### config.mk
export PLATFORM = sky130hd
export DESIGN_NAME = multicycle_sequencer
export DESIGN_NICKNAME = d
export VERILOG_FILES = /design/src/rtl/multicycle_sequencer.sv
export SDC_FILE = /design/constraint.sdc
export NUM_CORES = 1
export LEC_CHECK = 0
export ABC_AREA = 0
export CAP_MARGIN = 5
export CORE_MARGIN = 8
export CORE_UTILIZATION = 55
export CTS_BUF_LIST = sky130_fd_sc_hd__clkbuf_8
export DETAILED_ROUTE_END_ITERATION = 16
export PLACE_DENSITY = 0.88
export SYNTH_ARGS = -nofsm -noshare
export SYNTH_HDL_FRONTEND = slang
export SYNTH_SLANG_ARGS = --single-unit
### constraint.sdc
create_clock -name clk -period 3.6 [get_ports clk]
set_input_delay 0.72 -clock clk [delete_from_list [all_inputs] [get_ports clk]]
set_output_delay 0.72 -clock clk [all_outputs]
set_load 0.01 [all_outputs]
### src/rtl/multicycle_sequencer.sv
// ---------------------------------------------------------------------------
// multicycle_sequencer
//   Multi-cycle control sequencer for the core. Owns the program counter and
//   the instruction register, and steps each instruction through
//   FETCH -> EXEC -> [MEM] -> WB. Data-memory accesses use a req/ack handshake
//   with a bounded wait; a missing ack sends the machine to ERR. Retiring the
//   instruction at HALT_ADDR stops the run in HALT.
//
// Ports
//   clk        in   rising-edge clock
//   reset      in   asynchronous, active-low reset
//   start      in   begin a run (honoured only in IDLE / HALT / ERR)
//   mach_code  in   instruction word from instr_ROM at prog_ctr
//   is_load    in   decoder: latched instruction is a load
//   is_store   in   decoder: latched instruction is a store
//   is_branch  in   decoder: latched instruction is a branch
//   reg_write  in   decoder: latched instruction writes reg_file
//   branch_pc  in   ALU: branch condition true
//   target     in   PC_LUT branch target
//   mem_ack    in   data memory access complete (one-cycle pulse)
//   prog_ctr   out  program counter
//   instr      out  instruction register
//   state      out  FSM state encoding (debug)
//   mem_req    out  data memory request, held until ack
//   mem_we     out  store qualifier, valid with mem_req
//   rf_wr_en   out  reg_file write strobe (one cycle, in WB)
//   busy       out  high in FETCH/EXEC/MEM/WB
//   done       out  high in HALT
//   err        out  high in ERR (memory timeout)
//   cyc_cnt    out  busy cycles since start, saturating
//   ret_cnt    out  instructions retired, saturating
// ---------------------------------------------------------------------------
module multicycle_sequencer #(
    parameter int D         = 10,
    parameter int IW        = 9,
    parameter int RESET_PC  = 0,
    parameter int HALT_ADDR = 381,
    parameter int MAX_WAIT  = 15,
    parameter int CW        = 16
) (
    input  logic          clk,
    input  logic          reset,
    input  logic          start,
    input  logic [IW-1:0] mach_code,
    input  logic          is_load,
    input  logic          is_store,
    input  logic          is_branch,
    input  logic          reg_write,
    input  logic          branch_pc,
    input  logic [D-1:0]  target,
    input  logic          mem_ack,
    output logic [D-1:0]  prog_ctr,
    output logic [IW-1:0] instr,
    output logic [2:0]    state,
    output logic          mem_req,
    output logic          mem_we,
    output logic          rf_wr_en,
    output logic          busy,
    output logic          done,
    output logic          err,
    output logic [CW-1:0] cyc_cnt,
    output logic [CW-1:0] ret_cnt
);

    typedef enum logic [2:0] {
        S_IDLE  = 3'd0,
        S_FETCH = 3'd1,
        S_EXEC  = 3'd2,
        S_MEM   = 3'd3,
        S_WB    = 3'd4,
        S_HALT  = 3'd5,
        S_ERR   = 3'd6
    } state_t;

    localparam int            WW      = $clog2(MAX_WAIT + 1);
    localparam logic [D-1:0]  RST_PC  = D'(RESET_PC);
    localparam logic [D-1:0]  HALT_PC = D'(HALT_ADDR);
    localparam logic [WW-1:0] WAIT_LAST = WW'(MAX_WAIT - 1);
    localparam logic [CW-1:0] CNT_MAX = '1;

    state_t        state_q;
    logic [D-1:0]  pc_q;
    logic [D-1:0]  pc_d;
    logic [IW-1:0] instr_q;
    logic [WW-1:0] wait_q;
    logic          req_q;
    logic          we_q;
    logic          wr_q;
    logic [CW-1:0] cyc_q;
    logic [CW-1:0] ret_q;
    logic          busy_w;

    function automatic logic [CW-1:0] sat_inc(input logic [CW-1:0] v);
        return (v == CNT_MAX) ? v : v + 1'b1;
    endfunction

    assign busy_w = (state_q == S_FETCH) || (state_q == S_EXEC) ||
                    (state_q == S_MEM)   || (state_q == S_WB);

    // Successor PC, only consumed in WB; the +1 wraps modulo 2**D.
    always_comb begin
        pc_d = pc_q + 1'b1;
        if (is_branch && branch_pc) pc_d = target;
    end

    always_ff @(posedge clk or negedge reset) begin
        if (!reset) begin
            state_q <= S_IDLE;
            pc_q    <= RST_PC;
            instr_q <= '0;
            wait_q  <= '0;
            req_q   <= 1'b0;
            we_q    <= 1'b0;
            wr_q    <= 1'b0;
            cyc_q   <= '0;
            ret_q   <= '0;
        end else begin
            if (busy_w) cyc_q <= sat_inc(cyc_q);
            case (state_q)
                S_IDLE, S_HALT, S_ERR: begin
                    if (start) begin
                        state_q <= S_FETCH;
                        pc_q    <= RST_PC;
                        cyc_q   <= '0;
                        ret_q   <= '0;
                    end
                end
                S_FETCH: begin
                    instr_q <= mach_code;
                    state_q <= S_EXEC;
                end
                S_EXEC: begin
                    if (is_load || is_store) begin
                        state_q <= S_MEM;
                        req_q   <= 1'b1;
                        we_q    <= is_store;
                        wait_q  <= '0;
                    end else begin
                        state_q <= S_WB;
                        wr_q    <= reg_write & ~is_store;
                    end
                end
                S_MEM: begin
                    if (mem_ack) begin
                        state_q <= S_WB;
                        req_q   <= 1'b0;
                        we_q    <= 1'b0;
                        wr_q    <= reg_write & ~is_store;
                    end else if (wait_q == WAIT_LAST) begin
                        // Timeout: request is withdrawn as ERR is entered.
                        state_q <= S_ERR;
                        req_q   <= 1'b0;
                        we_q    <= 1'b0;
                    end else begin
                        wait_q <= wait_q + 1'b1;
                    end
                end
                S_WB: begin
                    wr_q  <= 1'b0;
                    ret_q <= sat_inc(ret_q);
                    // The halt instruction still retires, but the PC stays on it.
                    if (pc_q == HALT_PC) begin
                        state_q <= S_HALT;
                    end else begin
                        pc_q    <= pc_d;
                        state_q <= S_FETCH;
                    end
                end
                default: state_q <= S_IDLE;
            endcase
        end
    end

    assign prog_ctr = pc_q;
    assign instr    = instr_q;
    assign state    = state_q;
    assign mem_req  = req_q;
    assign mem_we   = we_q;
    assign rf_wr_en = wr_q;
    assign busy     = busy_w;
    assign done     = (state_q == S_HALT);
    assign err      = (state_q == S_ERR);
    assign cyc_cnt  = cyc_q;
    assign ret_cnt  = ret_q;

endmodule

; ---- Yosys cells after proc, flatten, opt, wreduce, memory -nomap -nowiden
; Cells that the tools add are included.
[word_totals]
regBits = 61
in_bits = 28
out_inout_bits = 60
elab_cells = 80
[classes]
n_addsub = 4
eq_ne = 19
muxes = 30
bitwise_logic = 2
reduce_logical = 16
[op_table]
columns = operator, n
row1 = $mux 16, 6
row2 = $add 16x1->16 const B, 2
row3 = $eq 16x16->1 const B, 2
row4 = $pmux 16 s2, 1
row5 = $mux 10, 3
row6 = $pmux 10 s2, 1
row7 = $mux 3, 5
row8 = $pmux 3 s5, 1
row9 = $ne 2x2->1 const B, 7
row10 = $mux 4, 3
row11 = $reduce_and 3->1, 4
row12 = $add 10x1->10 const B, 1
row13 = $eq 10x9->1 const B, 1
row14 = $eq 3x3->1 const B, 3
row15 = $pmux 4 s2, 1
row16 = $eq 3x2->1 const B, 2
row17 = $mux 1, 6
row18 = $add 4x1->4 const B, 1
row19 = $eq 4x4->1 const B, 1
row20 = $logic_or 1x1->1, 4
row21 = $pmux 1 s2, 2
row22 = $reduce_and 4->1, 1
row23 = $reduce_bool 2->1, 2
row24 = $eq 3x1->1 const B, 1
row25 = other kinds (10), 10

; ---- Depth between registers and ports, before layout
; Gate-level depths: netlist (run 1).
[depth]
ltp_word = 7
ltp_mapped = 8
ltp_nobuf = 7

; ---- Worst setup path after synthesis (run 1)
; Ideal clock, no wire load.
[synth_timing]
path_kind = reg-to-reg
from = reg state_q[2] (netlist: state[2])
to = reg ret_q[4] (netlist: ret_cnt[4])
setup_ps = 140
arrival_time_ps = 1924
required_time_ps = 3460
setup_slack_ps = 1536
path_stages_with_launch = 7
n_path_buf = 1
synth_period_minus_slack_ps = 2064
path_cell_list = dfrtp_1 buf_4 or3b_4 nor4_4 a31o_4 or3_1 a21oi_2
[synth_via]
elab_chain_len = 4
word_cells_on_any_way = 10
classes_between = eq/ne: 5 / mux: 1 / reduce/logical: 4
[synth_lines]
columns = element, line_no
row1 = start: declaration, 81  ; state_t state_q;
row2 = start signal: assignment, 108  ; state_q <= S_IDLE;
row3 = start signal: assignment, 122  ; state_q <= S_FETCH;
row4 = start signal: assignment, 130  ; state_q <= S_EXEC;
row5 = $eq 3x3->1 or $logic_not 3->1 (tied branches), 119  ; case (state_q)
row6 = $reduce_or 3->1, 119
row7 = $ne 2x2->1 (no source line) or $reduce_bool 2->1 (tied branches), n/a
row8 = $reduce_and 3->1 (no source line), n/a
row9 = end signal: assignment, 160  ; ret_q <= sat_inc(ret_q);
row10 = end: declaration, 90  ; logic [CW-1:0] ret_q;
; Several ways; a longest one is shown, not always the timed one.
; A chain may end at the register's enable or synchronous reset.

; ---- Final worst setup path (run 1)
[layout_timing]
from = reg state_q[0] (netlist: state[0])
to = out done
[layout_via]
elab_chain_len = 1
[layout_lines]
columns = element, line_no
row1 = $eq 3x3->1, 181  ; assign done = (state_q == S_HALT);
row2 = end: declaration, 59  ; output logic done,
; Every way passes these cells.

==> results of run 1 <==
-- flip-flops by register name, indices dropped and copies added, names as in the netlist --
signal,cells
wait_q,4
rf_wr_en,1
mem_req,1
state,3
ret_cnt,16
cyc_cnt,16
mem_we,1
instr,9
prog_ctr,10
-- through the flow --
stage                     power (mW)  cells  area, sq um
final                           2.90    535         4550
after global routing            3.08    535         4550
after CTS                       2.92    535         4550
after detailed placement        2.29    519         4350
after global placement          2.24    519         4350
after floorplan                 1.75    367         3420
-- routing by layer --
layer	vias to the layer above	part of all wire (%)
met5	-	0
met4	0	1.6
met3	18	9.7
met2	135	48
met1	1540	41
li1	1513	-
-- worst max-delay path, stage by stage (launching register included) --
cell and delay (ns):
dfrtp_1 0.75, inv_1 0.27, nor3b_1 0.26, clkdlybuf4s50_1 0.58
-- where the power goes --
group          internal, mW  switching, mW
logic                 0.597          0.606
clock network         0.336          0.290
registers             0.848          0.228
-- layout by cell type (no fill, tap or decap), types with 3 or more instances in the layout --
cell type,count
nor2b_1,3
a22oi_1,4
a21oi_1,14
nor4b_1,3
or3_1,6
clkinvlp_4,3
a31oi_1,4
o21ai_0,31
nor3b_1,3
dfrtp_1,61
mux2_2,9
ha_1,6
and2_1,3
clkbuf_8,10
o21ai_1,3
nand3_1,12
nand2b_1,3
and3_1,9
xnor2_1,13
nand2_1,35
nor2_1,39
a21oi_2,5
nor3_1,12
clkdlybuf4s50_1,86
inv_1,10
mux2i_1,8
nor4_1,7
a22o_1,4
nand4_1,9
-- final timing paths --
path	start	endpoint	slack, ns	cells past startpoint
hold / removal	reset	ret_cnt[5]$_DFFE_PN0P_	0.41	1
min in group clk	instr[1]$_DFFE_PN0P_	instr[1]$_DFFE_PN0P_	0.51	1
max in group asynchronous	reset	ret_cnt[12]$_DFFE_PN0P_	2.32	2
hold reg to reg	instr[1]$_DFFE_PN0P_	instr[1]$_DFFE_PN0P_	0.51	1
setup / recovery	state[0]$_DFFE_PN0P_	done	0.68	3
setup reg to reg	state[2]$_DFFE_PN0P_	ret_cnt[4]$_DFFE_PN0P_	1.20	5
-- final cells by class --
type	count	area, sq um	share of cell area (%)
inverter	10	37.5	0.825
sequential	61	1530	33.6
clock inverter	6	62.6	1.38
tap	75	93.8	2.06
timing repair buffer	89	881	19.4
clock buffer	10	138	3.03
multi-input combinational	284	1810	39.8
-- kinds of logic after synthesis --
kind of cell    Yosys count  share of synthesized area (%)
fa+ha+maj                 6                           2.19
xor+xnor                 14                           3.58
simple gates            159                           24.6
flops                    61                           44.6
mux                      17                           5.30
buf+inv                  22                           2.56
compound gates           88                           17.2
==> impl_metrics.tcl, run 1 <==
set metrics [dict create \
    gr-total-overflow 0 \
    fin_ws_ns 0.677 \
    dp_worst_setup_slack_ns 0.872 \
    place_congestion 0.818 \
    root_buffer "clkbuf_8" \
    wirelength_um 9210 \
    yosys.cell_types.count 60 \
    io_pins 88 \
    synth_area_sq_um 3420 \
    setup_viol 0 \
    ys_warn_count 0 \
    areaGrowthSynthToFinish_pct 32.8 \
    fillers 437 \
    use_met3_pct 8.57 \
    fin_skew_ns 0.00986 \
    track_usage_pct 21.3 \
    utilization_pct 76.4 \
    drv_slew 0 \
    synth-seq-area-share_pct 44.6 \
    grt_pass1_wl_um 15200 \
    outcome "completed" \
    syn_inst 367 \
    max_cap_violations 0 \
    start_util_pct 57.5 \
    worstPathRequired_ns 2.88 \
    syn_avg_cell_area_sq_um 9.33 \
    layout-drive-gt1-share_pct 9.57 \
    grt_start_max_net_pins 33 \
    cts_resized 0 \
    netlist.area_leader.share_pct 44.6 \
    n_antenna_cell 0 \
    hpwl_um 6570 \
    synthTopCellsByArea "dfrtp_1 45%, o21ai_0 4.5%, nor2_1 4.3%" \
    tns_ns 0 \
    postCtsSetupBuffers 0 \
    worst_ep_arrival_time_ns 2.20 \
    fp.dieW_um 94.9 \
    numCtsBuffers 9 \
    clock_latency_ns 0.35 \
    cp-end-kind "primary output" \
    die_h_um 94.9 \
    dr.first_iter.drc_count 172 \
    fmax_ghz 0.342 \
    placementRows 28 \
    power.density_nw_per_um2 639 \
    antenna_found_initial 0 \
    drtAntennaViolNets 0 \
    wl_per_cell_um 17.2 \
    async_flop_share_pct 100 \
    cts_buffer_depth 2 \
    worstPathMaxFanout 23 \
    cts_tree "built" \
    rsz0062_at_grt "false" \
    core_area_sq_um 5960 \
    hp-class "in -> async" \
    clk_pin_slew_ns 0.07 \
    dr.pass1.iters 5 \
    finalHoldViolations 0 \
    gr-usage-met1_pct 25.9 \
    synth_area_leader_cell "dfrtp_1" \
    port_buffers 87 \
    cts_hold_buf 0 \
    dieArea_sq_um 9010 \
    fin_crit_ns 2.92 \
    worst_hold_slack_ns 0.410 \
    crit_type "reg -> out" \
    synth.ff_latch_count 61 \
    ir_drop_mv 0.463 \
    p_leak_nw 1.86 \
    vias_per_cell 5.99 \
    layout.nets 489 \
    worstMarginPinSlew_ns 0.889 \
    period_share_pct 81.2 \
    vias 3206 \
    post-route-drc-count 0 \
    ys_dominant_reg_cell "dfrtp_1" \
    syn_nets 401 \
    ys_top_cells_by_count "61 x dfrtp_1, 39 x nor2_1, 35 x nand2_1" \
    htreeDepth 3 \
    slew_headroom_pct 40.2 \
    synth_edf_count 0 \
    start_kind "flop" \
    clock_sinks 61 \
    grt_pass1_vias 3154 \
    top_usage_layer "met2" \
    gr-usage-met2_pct 33.2 \
    synth.most_common_cell "dfrtp_1" \
]
(Power assumes the default switching activity.)
==> run 2: changes to the inputs <==
- CORE_UTILIZATION: 55 -> 46
- PLACE_DENSITY: 0.88 -> 0.79
- clock period: 3.6 -> 2.68 ns (I/O delays scaled with it)
==> run 2 against run 1 <==
Compared with the run above: cell count grew 6.9%; flip-flop and latch count unchanged; combinational power rose by 47%; global-route usage fell by 3.6 points; clock-buffer cell count fell by 1; power grew 39%; first-iteration DRC count fell by 47%; largest cell class unchanged; highest routed layer unchanged.
==> impl_metrics.tcl, run 2 (synthesis results as in run 1) <==
set metrics [dict create \
    dieArea_sq_um 10500 \
    wirelength_um 8990 \
    cts_tree "built" \
    post-route-drc-count 0 \
    worst_ep_arrival_time_ns 2.00 \
    cp_cell_sequence "or3_1 -> and2_1 -> clkdlybuf4s50_1" \
    track_usage_pct 17.7 \
    slowest_delay_ns 0.51 \
    finalHoldViolations 0 \
    die_h_um 102 \
    clk_pin_slew_ns 0.07 \
    tns_ns 0 \
    final_common_cell "clkdlybuf4s50_1" \
    layout.nets 502 \
    layout-drive-gt1-share_pct 11.6 \
    crit_type "reg -> out" \
    start_kind "flop" \
    p_leak_nw 1.95 \
    outcome "completed" \
    fin_skew_ns 0.00734 \
    root_buffer "clkbuf_8" \
    worstPathMaxFanout 13 \
    hpwl_um 6560 \
    rsz0062_at_grt "false" \
    power.density_nw_per_um2 857 \
    cts_hold_buf 0 \
    internal_power_mw 2.53 \
    ir_drop_mv 0.647 \
    placementRows 31 \
    crit_slowest_cell "dfrtp_1" \
    areaGrowthSynthToFinish_pct 37.1 \
    r2r_cells 7 \
    dr.first_iter.drc_count 92 \
    postCtsSetupBuffers 0 \
    numCtsBuffers 9 \
    clock_sinks 61 \
    grt_pass1_vias 3099 \
    clock_latency_ns 0.35 \
    stdcell_area_sq_um 4700 \
    drv_slew 0 \
    port_buffers 87 \
    placed_area_sq_um 4490 \
    hp-class "in -> async" \
    rr_startpoint "state[2]$_DFFE_PN0P_" \
    period_share_pct 94.6 \
    io_pins 88 \
    seqPwrFrac_pct 34.4 \
    cts_buffer_depth 2 \
    vias_per_cell 5.56 \
    fp.dieW_um 102 \
    p_sw_share_pct 37.1 \
    clkPwrFrac_pct 21.9 \
    worstPathRequired_ns 2.14 \
    fin_crit_ns 2.53 \
    drtAntennaViolNets 0 \
    start_util_pct 47.5 \
    cts_resized 0 \
    fmax_ghz 0.395 \
    wl_per_cell_um 15.7 \
    n_antenna_cell 0 \
    fin_total_pwr_mw 4.02 \
    rrSetupSlack_ns 0.55 \
    final_cell_mix "86 x clkdlybuf4s50_1, 61 x dfrtp_1, 39 x nor2_1" \
    max_cap_violations 0 \
    gr-total-overflow 0 \
    vias 3179 \
    power.switching_mw 1.49 \
    grt_pass1_wl_um 14800 \
    antenna_found_initial 0 \
    grt_start_max_net_pins 35 \
    dr.pass1.iters 4 \
    cp-end-kind "primary output" \
    pwr-share-comb_pct 43.7 \
    core_area_sq_um 7210 \
    htreeDepth 3 \
    place_congestion 0.831 \
    slew_headroom_pct 54.9 \
    setup_viol 0 \
    utilization_pct 65.1 \
    worstMarginPinSlew_ns 0.677 \
    r2r-end "ret_cnt[9]$_DFFE_PN0P_" \
]
## run 2: power by group through the flow
stage          sequential (mW)  combinational [mW]  clock [mW]
6_report                  1.38                1.76       0.882
5_1_grt                   1.42                1.94       0.936
4_1_cts                   1.38                1.78       0.899
3_5_place_dp              1.39                1.77           0
3_3_place_gp              1.38                1.74           0
2_1_floorplan             1.42               0.936           0
## run 2: how the worst max path moves through the flow
stage,startpoint,to,depth (start not counted)
global route,state[1]$_DFFE_PN0P_,busy,3
CTS,state[1]$_DFFE_PN0P_,busy,3
detailed placement,start,ret_cnt[4]$_DFFE_PN0P_,6
global placement,start,ret_cnt[4]$_DFFE_PN0P_,6
floorplan,state[2]$_DFFE_PN0P_,ret_cnt[4]$_DFFE_PN0P_,6
finish,state[1]$_DFFE_PN0P_,busy,3
## run 2: per-layer routing
| metal | vias to the layer above | part of all wire (%) | track usage [%] |
|---|---|---|---|
| met2 | 82 | 47 | 27.9 |
| met1 | 1541 | 42 | 20.8 |
| li1 | 1541 | - | - |
| met4 | 0 | 1.5 | 8.58 |
| met3 | 15 | 9.5 | 6.68 |
| met5 | - | 0 | 0 |
## run 2: worst max-delay path: cells and delay by family, from the launching register on
| family | cells | cell delay [ns] |
|---|---|---|
| buf+inv | 1 | 0.48 |
| simple gates | 2 | 0.66 |
| flops | 1 | 0.51 |
## run 2: final cells by class
class / instances / area [sq um]
clock buffer: 9 / 124
clock inverter: 7 / 82.6
fill: 591 / 2520
inverter: 10 / 37.5
multi-input combinational: 284 / 1810
sequential: 61 / 1530
tap: 99 / 124
timing repair buffer: 102 / 991
## run 2: through the flow
step	setup slack (ns)	hold WS (ns)	instances
floorplan	0.616	0.240	367
global placement	0.273	0.488	556
detailed placement	0.259	0.494	556
CTS	0.132	0.236	572
global route	0.0458	0.274	572
finish	0.146	0.214	572
